<file path="src/rtl/tdm_pkg.sv">
// Shared constants and state encoding for the 8:1 TDM link (mux and demux ends).
package tdm_pkg;

    localparam int N_SLOTS = 8;
    localparam int SLOT_W  = $clog2(N_SLOTS);

    typedef enum logic {
        IDLE    = 1'b0,
        COLLECT = 1'b1
    } tdm_state_t;

endpackage

</file>
<file path="src/rtl/tdm_slot_ctr.sv">
// Slot index counter: load-to-1 on frame start, increment per bit, clear on completion.
module tdm_slot_ctr
    import tdm_pkg::*;
#(
    parameter int SLOT_W_P = SLOT_W
) (
    input  logic                clk,
    input  logic                rst_n,
    input  logic                load_one,
    input  logic                inc,
    input  logic                clr,
    output logic [SLOT_W_P-1:0] count
);

    logic [SLOT_W_P-1:0] count_q;
    logic [SLOT_W_P-1:0] count_d;

    // Next count: clear wins, then a new frame start, then a bit advance, else hold.
    always_comb begin
        count_d = count_q;
        if (clr) begin
            count_d = '0;
        end else if (load_one) begin
            count_d = SLOT_W_P'(1);
        end else if (inc) begin
            count_d = count_q + SLOT_W_P'(1);
        end
    end

    // Counter register with async clear.
    always_ff @(posedge clk or negedge rst_n) begin
        if (!rst_n) begin
            count_q <= '0;
        end else begin
            count_q <= count_d;
        end
    end

    assign count = count_q;

endmodule

</file>
<file path="src/rtl/tdm_demux8.sv">
// 1-to-8 TDM demultiplexer: reassembles slot bits into a word, flags early restarts.
module tdm_demux8
    import tdm_pkg::*;
#(
    parameter int N_SLOTS_P = N_SLOTS,
    parameter int SLOT_W_P  = SLOT_W
) (
    input  logic                 clk,
    input  logic                 rst_n,
    input  logic                 din,
    input  logic                 din_valid,
    input  logic                 sof,
    output logic [N_SLOTS_P-1:0] out,
    output logic                 frame_valid,
    output logic [SLOT_W_P-1:0]  slot,
    output logic                 busy,
    output logic                 frame_err
);

    localparam logic [SLOT_W_P-1:0] LAST_SLOT = SLOT_W_P'(N_SLOTS_P - 1);

    tdm_state_t           state_q, state_d;
    logic [N_SLOTS_P-1:0] shadow_q, shadow_d;
    logic [N_SLOTS_P-1:0] out_q, out_d;
    logic                 frame_valid_q, frame_valid_d;
    logic                 frame_err_q, frame_err_d;
    logic                 ctr_load, ctr_inc, ctr_clr;
    logic [SLOT_W_P-1:0]  slot_cnt;
    logic                 acc;
    logic                 data_bit;

    assign acc      = din_valid & sof;
    assign data_bit = din_valid & ~sof;

    tdm_slot_ctr #(
        .SLOT_W_P (SLOT_W_P)
    ) u_slot_ctr (
        .clk      (clk),
        .rst_n    (rst_n),
        .load_one (ctr_load),
        .inc      (ctr_inc),
        .clr      (ctr_clr),
        .count    (slot_cnt)
    );

    // Frame FSM next-state: steer bits into the shadow, publish on the last slot.
    always_comb begin
        state_d       = state_q;
        shadow_d      = shadow_q;
        out_d         = out_q;
        frame_valid_d = 1'b0;
        frame_err_d   = 1'b0;
        ctr_load      = 1'b0;
        ctr_inc       = 1'b0;
        ctr_clr       = 1'b0;
        case (state_q)
            IDLE: begin
                if (acc) begin
                    shadow_d[0] = din;
                    ctr_load    = 1'b1;
                    state_d     = COLLECT;
                end
            end
            COLLECT: begin
                if (acc) begin
                    frame_err_d = 1'b1;
                    shadow_d[0] = din;
                    ctr_load    = 1'b1;
                end else if (data_bit) begin
                    if (slot_cnt == LAST_SLOT) begin
                        out_d                = shadow_q;
                        out_d[N_SLOTS_P-1]   = din;
                        frame_valid_d        = 1'b1;
                        ctr_clr              = 1'b1;
                        state_d              = IDLE;
                    end else begin
                        shadow_d[slot_cnt] = din;
                        ctr_inc            = 1'b1;
                    end
                end
            end
            default: begin
                state_d = IDLE;
            end
        endcase
    end

    // State, shadow and registered outputs, all cleared asynchronously.
    always_ff @(posedge clk or negedge rst_n) begin
        if (!rst_n) begin
            state_q       <= IDLE;
            shadow_q      <= '0;
            out_q         <= '0;
            frame_valid_q <= 1'b0;
            frame_err_q   <= 1'b0;
        end else begin
            state_q       <= state_d;
            shadow_q      <= shadow_d;
            out_q         <= out_d;
            frame_valid_q <= frame_valid_d;
            frame_err_q   <= frame_err_d;
        end
    end

    assign out         = out_q;
    assign frame_valid = frame_valid_q;
    assign frame_err   = frame_err_q;
    assign slot        = slot_cnt;
    assign busy        = (state_q == COLLECT);

endmodule

</file>
<file path="config.mk">
export PLATFORM = sky130hd
export DESIGN_NAME = tdm_demux8
export DESIGN_NICKNAME = d
export VERILOG_FILES = /design/src/rtl/tdm_pkg.sv /design/src/rtl/tdm_slot_ctr.sv /design/src/rtl/tdm_demux8.sv
export SDC_FILE = /design/constraint.sdc
export NUM_CORES = 1
export LEC_CHECK = 0
export ABC_AREA = 1
export BUFFER_PORTS_ARGS = -buffer_cell sky130_fd_sc_hd__buf_2
export CAP_MARGIN = 20
export CORE_MARGIN = 5
export CORE_UTILIZATION = 40
export DETAILED_ROUTE_END_ITERATION = 8
export HOLD_SLACK_MARGIN = 0.02
export PLACE_DENSITY = 0.69
export SLEW_MARGIN = 20
export SYNTH_ARGS = -nofsm -noshare
export SYNTH_HDL_FRONTEND = slang
export SYNTH_HIERARCHICAL = 1
export SYNTH_SLANG_ARGS = --single-unit
</file>
<file path="constraint.sdc">
create_clock -name clk -period 3.2 [get_ports clk]
set_input_delay 0.48 -clock clk [delete_from_list [all_inputs] [get_ports clk]]
set_output_delay 0.48 -clock clk [all_outputs]
set_load 0.005 [all_outputs]
</file>
==> results.md, run 1 <==
- PD cells: around 740 mW/mm^2
- Total die area: 0.003441 sq mm
- Initial DRT Pass Iterations: 4
- CTS clk-pin slew, worst paths: 0.12 ns
- Worst Path Arrival: 1.68 ns
- First-pass GRT wire length: around 3200 um
- Yosys synthesis warning count: 6
- Status: finished clean
- Final period util: 46.23%
- Layout cell share with drive strength beyond 1: 24.44%
- Die Ht: 58.66 um
- Tot GR Track Use: between 10% and 20%
- Req. time, crit path: between 3 and 4 ns
- Worst Max-Slew Pin Slew: roughly 0.46 ns
- CP Launch Type: register
- Vias in the first global route: 799
- Slew margin rel.: 69.09%
- Fill count: 222
- CTS tree: done
- Post-CTS setup buffers: 0
- Antenna violations before repair: 0
- CTS root buffer: clkbuf_4
- Syn Nets: 120
- Tmin final: 1.479 ns
- Cell row count: 17
- Met3 Resource Use GR: 2.193%
- Kind of critical path: reg2reg
- Worst vdd ir: 0.0003679 V
- Synthesized area: 947.2 sq um
- Drc violations: 0
- Post-detail-place hpwl: 1362 um
- Core area: 0.002233 sq mm
- Most common cell after layout, fill and taps aside: nand2_1
- Mean post-synth cell area: 8.308 sq um
- Final Max Slew Viols: 0
- Gate Count Post-Synth: 114
- Total negative slack: 0 ns
- IO Pins: 19
- Crit Path Max Fanout: 11
- Multi-input logic area: 350.3 sq um
- Yosys reg bits: 21
- Clock buffer count from CTS: 3
- Final hold vios: 0
- Fin nets: 142
- Routability congestion estimate: 0.7132
- P&R area growth vs syn: 14.93%
- Total Wirelength: approximately 1700 um
- Via Count: 766
- Synth unique cells: 14
- Leakage: 0.6574 nW
- Pwr Total: 808.7 uW
- # resized after CTS: 0
- Seq/Total Area, Yosys: 55.48%
- PortBufs: 18
- GR Overflow Total: 0
- Clk Latency, worst-skew pair: 0.30 ns
- Routed Antenna Nets: 0
- Max_cap viols: 0
- Ant. Diodes: 0
- Largest net degree at the start of global routing: 22
- Met2 GRT Util: 22.17%
- Final-report setup violation count: 0
- CTS H-tree lvls: 1
- Fin Clk Skew: about 0.0056 ns
- Initial Utilization: 42.41%
- Crit end category: register
- Die W: between 50 and 60 um
- Unrepaired setup endpoints after global routing: false
- M1 GR Usage: 13.40%
- Cts hold-fix bufs: 0
- Busiest grt layer: met2
- HP Class: in2async
- Clock Path Buffers: 2
- Clk sinks: 21
- FF/Latch Area: between 500 and 600 sq um
- Max Clock Freq: 0.6759 GHz
- Iter 0 DRT Violations: 22
- Vias per cell: about 4.7
- Commonest non-fill, non-tap cells in the layout: nand2_1, dfrtp_1, buf_2
- DR WL/cell: 10.72 um
[logic make-up after synthesis]
family | Yosys count | synth area share, %
flip-flops | 21 | 55.48
AO/OA/AOI/OAI | 10 | 6.077
adder cells (fa/ha/maj) | 1 | 1.321
AND/OR/NAND/NOR | 65 | 29.59
buffers and inverters | 17 | 7.530
[per-stage QoR]
step	hold slack [ns]	cell area (sq um)	cells	util, %	setup WS [ns]
floorplan	0.1844	947.2	114	-	2.033
global placement	0.4521	1061	159	47.51	1.642
detailed placement	0.4612	1061	159	47.51	1.589
CTS	0.1247	1089	163	48.74	1.703
global route	0.1490	1089	163	48.74	1.551
finish	0.1090	1089	163	48.74	1.721
[layout make-up]
cell class	instances	share of cell area [%]
repair buffers	18	8.276
well taps	28	3.218
inverters	16	5.517
clock inverters	1	0.4598
multi-input cells	76	32.18
flip-flops and latches	21	48.28
clock buffers	3	2.069
[synth_stat cells]
| cell type | count | area share [%] |
|---|---|---|
| buf_6 | 1 | 1.2 |
| nand2_2 | 4 | 2.6 |
| o21ai_0 | 6 | 3.2 |
| nand3_2 | 1 | 1.1 |
| nor2_4 | 1 | 1.2 |
| nor2_1 | 9 | 3.6 |
| dfrtp_1 | 21 | 55 |
| nand3_1 | 10 | 5.3 |
| inv_2 | 3 | 1.2 |
| o21ai_2 | 2 | 1.8 |
| nand2_1 | 40 | 16 |
| a21oi_1 | 2 | 1.1 |
| inv_1 | 13 | 5.2 |
| ha_1 | 1 | 1.3 |
[power by group]
group | internal (mW) | switching, mW | leakage (nW) | total (mW)
Combinational | 0.109 | 0.147 | 0.368 | 0.256
Clock | 0.0466 | 0.0799 | 0.0177 | 0.126
Sequential | 0.355 | 0.0719 | 0.272 | 0.426
Total | 0.510 | 0.299 | 0.657 | 0.809
[registers in the layout, summed over array words and instances, names as in the netlist]
| register | cells |
|---|---|
| out | 8 |
| frame_valid | 1 |
| frame_err | 1 |
| busy | 1 |
| shadow_q | 7 |
| u_slot_ctr/count | 3 |
[per-layer routing]
layer | vias to the layer above | wire length, um | share of wire, %
met1 | 357 | 717 | 41
met5 | - | 0 | 0
met3 | 5 | 71 | 4.1
met4 | 0 | 33 | 1.9
met2 | 11 | 926 | 53
li1 | 393 | - | -
[final timing paths]
kind / start / endpoint / slack, ns / depth (start not counted)
max in group asynchronous: rst_n / shadow_q[6]$_DFFE_PN0P_ / 2.77 / 1
setup / recovery: u_slot_ctr/count[1]$_DFFE_PN0P_ / u_slot_ctr/count[0]$_DFFE_PN0P_ / 1.72 / 7
setup reg to reg: u_slot_ctr/count[1]$_DFFE_PN0P_ / u_slot_ctr/count[0]$_DFFE_PN0P_ / 1.72 / 7
hold reg to reg: out[6]$_DFFE_PN0P_ / out[6]$_DFFE_PN0P_ / 0.48 / 2
hold / removal: rst_n / u_slot_ctr/count[2]$_DFFE_PN0P_ / 0.11 / 1
min in group clk: din / shadow_q[5]$_DFFE_PN0P_ / 0.47 / 3
[critical path, cell delays in order, from the launching register on]
cell     delay (ns)
dfrtp_1        0.49
nand2_2        0.10
inv_2          0.07
nand3_2        0.24
inv_2          0.24
inv_1          0.08
nand3_1        0.09
nand2_1        0.06
Power figures use the tool's default switching activity.
==> inputs of run 2 (changes only) <==
- PLACE_DENSITY: 0.69 -> 0.71
- clock period: 3.2 -> 1.34 ns (I/O delays scaled with it)
==> run 2 against run 1 <==
Effect of this change: non-clock buffer count is 3 higher; sequential share of layout area is 1.1 points lower; combinational power is 140% higher; worst setup slack worse by 1.6 ns; hold slack better by 0.082 ns; total power is 140% higher; first-iteration DRC count is 9.1% lower; cell count is 1.8% higher; clock skew is 0.0034 ns lower; via count is 2.1% higher; critical path type unchanged.
==> results.md, run 2 (same netlist as run 1, synthesis figures left out) <==
- Status: finished clean
- Total negative slack: 0 ns
- Post-CTS setup buffers: 0
- Gate power share: 31.8%
- Fill count: 228
- Ant. Diodes: 0
- Final Max Slew Viols: 0
- Drc violations: 0
- Crit Path Max Fanout: 5
- Die W: roughly 59 um
- Initial Utilization: 42.41%
- Clock buffer count from CTS: 3
- Crit. Startpoint: busy$_DFF_PN0_
- Clock power share: approximately 15%
- CTS root buffer: clkbuf_4
- Via Count: 782
- Core area: 0.002233 sq mm
- PortBufs: 18
- Cell row count: 17
- Routed Antenna Nets: 0
- First-pass GRT wire length: 3277 um
- Clock Path Buffers: 2
- Final-report setup violation count: 0
- Req. time, crit path: 1.54 ns
- Initial DRT Pass Iterations: 4
- Critical path cell sequence: nand2_2, nor2_4, nand2_1, nand2_2, nand3_1, nand2_1, nor2_1
- DR WL/cell: 11.26 um
- Routability congestion estimate: 0.7950
- Tmin final: approximately 1.2 ns
- Final period util: roughly 88%
- Leakage: 0.6673 nW
- Most common cell after layout, fill and taps aside: nand2_1
- Unrepaired setup endpoints after global routing: false
- IO Pins: 19
- Worst hold start: din
- Total die area: 0.003441 sq mm
- Core Util, Final: 49.97%
- Max_cap viols: 0
- Worst Hold Slack: between 0.15 and 0.2 ns
- Worst Max-Slew Pin Slew: 0.4472 ns
- Sequential power share: 52.8%
- Slew margin rel.: 70.18%
- P&R area growth vs syn: 17.83%
- CTS tree: done
- Switching share of power: 36.66%
- Reg-to-reg startpoint: busy$_DFF_PN0_
- CP max-delay cell: dfrtp_1
- Worst path max stage delay: 0.39 ns
- Largest register FFs: 8
- Largest net degree at the start of global routing: 22
- GR Overflow Total: 0
- Clk Latency, worst-skew pair: 0.30 ns
- Final hold vios: 0
- Iter 0 DRT Violations: 20
- Tot GR Track Use: about an eighth
- CTS H-tree lvls: 1
- Finished Layout Cells: 166
- PD cells: 1744 mW/mm^2
- Internal power: 1.233 mW
- Worst vdd ir: 0.0007841 V
- Pwr Total: 1.947 mW
- Bufs and invs on worst path: 0
- Multi-input logic area: between 300 and 400 sq um
- Final Cell Area: 0.001116 sq mm
- Switching pwr: 713.7 uW
- Crit end category: register
- Commonest non-fill, non-tap cells in the layout: nand2_1, dfrtp_1, buf_2
- CTS clk-pin slew, worst paths: roughly 0.11 ns
- Layout cell share with drive strength beyond 1: roughly a quarter
- Total Wirelength: approximately 1900 um
- Post-detail-place hpwl: 1431 um
- DP Area: about 0.0011 sq mm
- Cell family with most CP delay: simple AND/OR/NAND/NOR gates
- Post-Place Cells: 161
- Clk sinks: 21
- Pre-CTS WS: between 0.1 and 0.15 ns
- Fin Clk Skew: 0.002259 ns
- Kind of critical path: reg2reg
- Max Clock Freq: about 0.85 GHz
- FF/Latch Area: 526.8 sq um
- HP Class: in2reg
- Die Ht: 58.66 um
- Fin worst setup slack: 0.1634 ns
- Vias in the first global route: 768
- Fin nets: 145
- Vias per cell: about 4.7
- Antenna violations before repair: 0
- Worst Path Arrival: 1.38 ns
- CP Launch Type: register
## run 2: path summary, 6_finish.rpt
check	slack [ns]	endpoint	depth (start not counted)
worst max-delay path	0.16	u_slot_ctr/count[2]$_DFFE_PN0P_	7
worst min-delay path	0.19	shadow_q[1]$_DFFE_PN0P_	3
worst max register to register	0.16	u_slot_ctr/count[2]$_DFFE_PN0P_	7
worst min register to register	0.49	out[4]$_DFFE_PN0P_	2
max in group asynchronous	0.65	u_slot_ctr/count[0]$_DFFE_PN0P_	2
min in group asynchronous	0.36	frame_err$_DFF_PN0_	2
## run 2: metal layers
layer  GRT usage, %  routed length (um)
met5              0                   0
met4          6.796                  41
met3          2.632                 101
met2          20.57                 931
met1          15.26                 794
## run 2: power groups by stage
stage / Combinational [mW] / Sequential, mW / Clock [mW]
finish: 0.620 / 1.03 / 0.300
global route: 0.722 / 1.06 / 0.335
CTS: 0.630 / 1.02 / 0.305
detailed placement: 0.623 / 1.04 / 0
global placement: 0.607 / 1.02 / 0
floorplan: 0.384 / 1.02 / 0
## run 2: final cells by class
cell class                      count  area share, %
Sequential cell                    21          47.20
Timing Repair Buffer               21          10.31
Multi-Input combinational cell     76          31.61
Clock buffer                        4          2.354
Inverter                           16          5.381
Tap cell                           28          3.139
## run 2: worst reg2reg max path, delay by kind of cell (launching register included)
kind / cells / cell delay (ns)
flops: 1 / 0.39
simple gates: 7 / 0.68
## run 2: timing repair
action / 4_1_cts / 5_1_grt
gates resized for setup: 0 / 3
endpoints found under the hold margin: 21 / 0
hold buffers: 1 / 0
setup endpoints to repair: 0 / 2
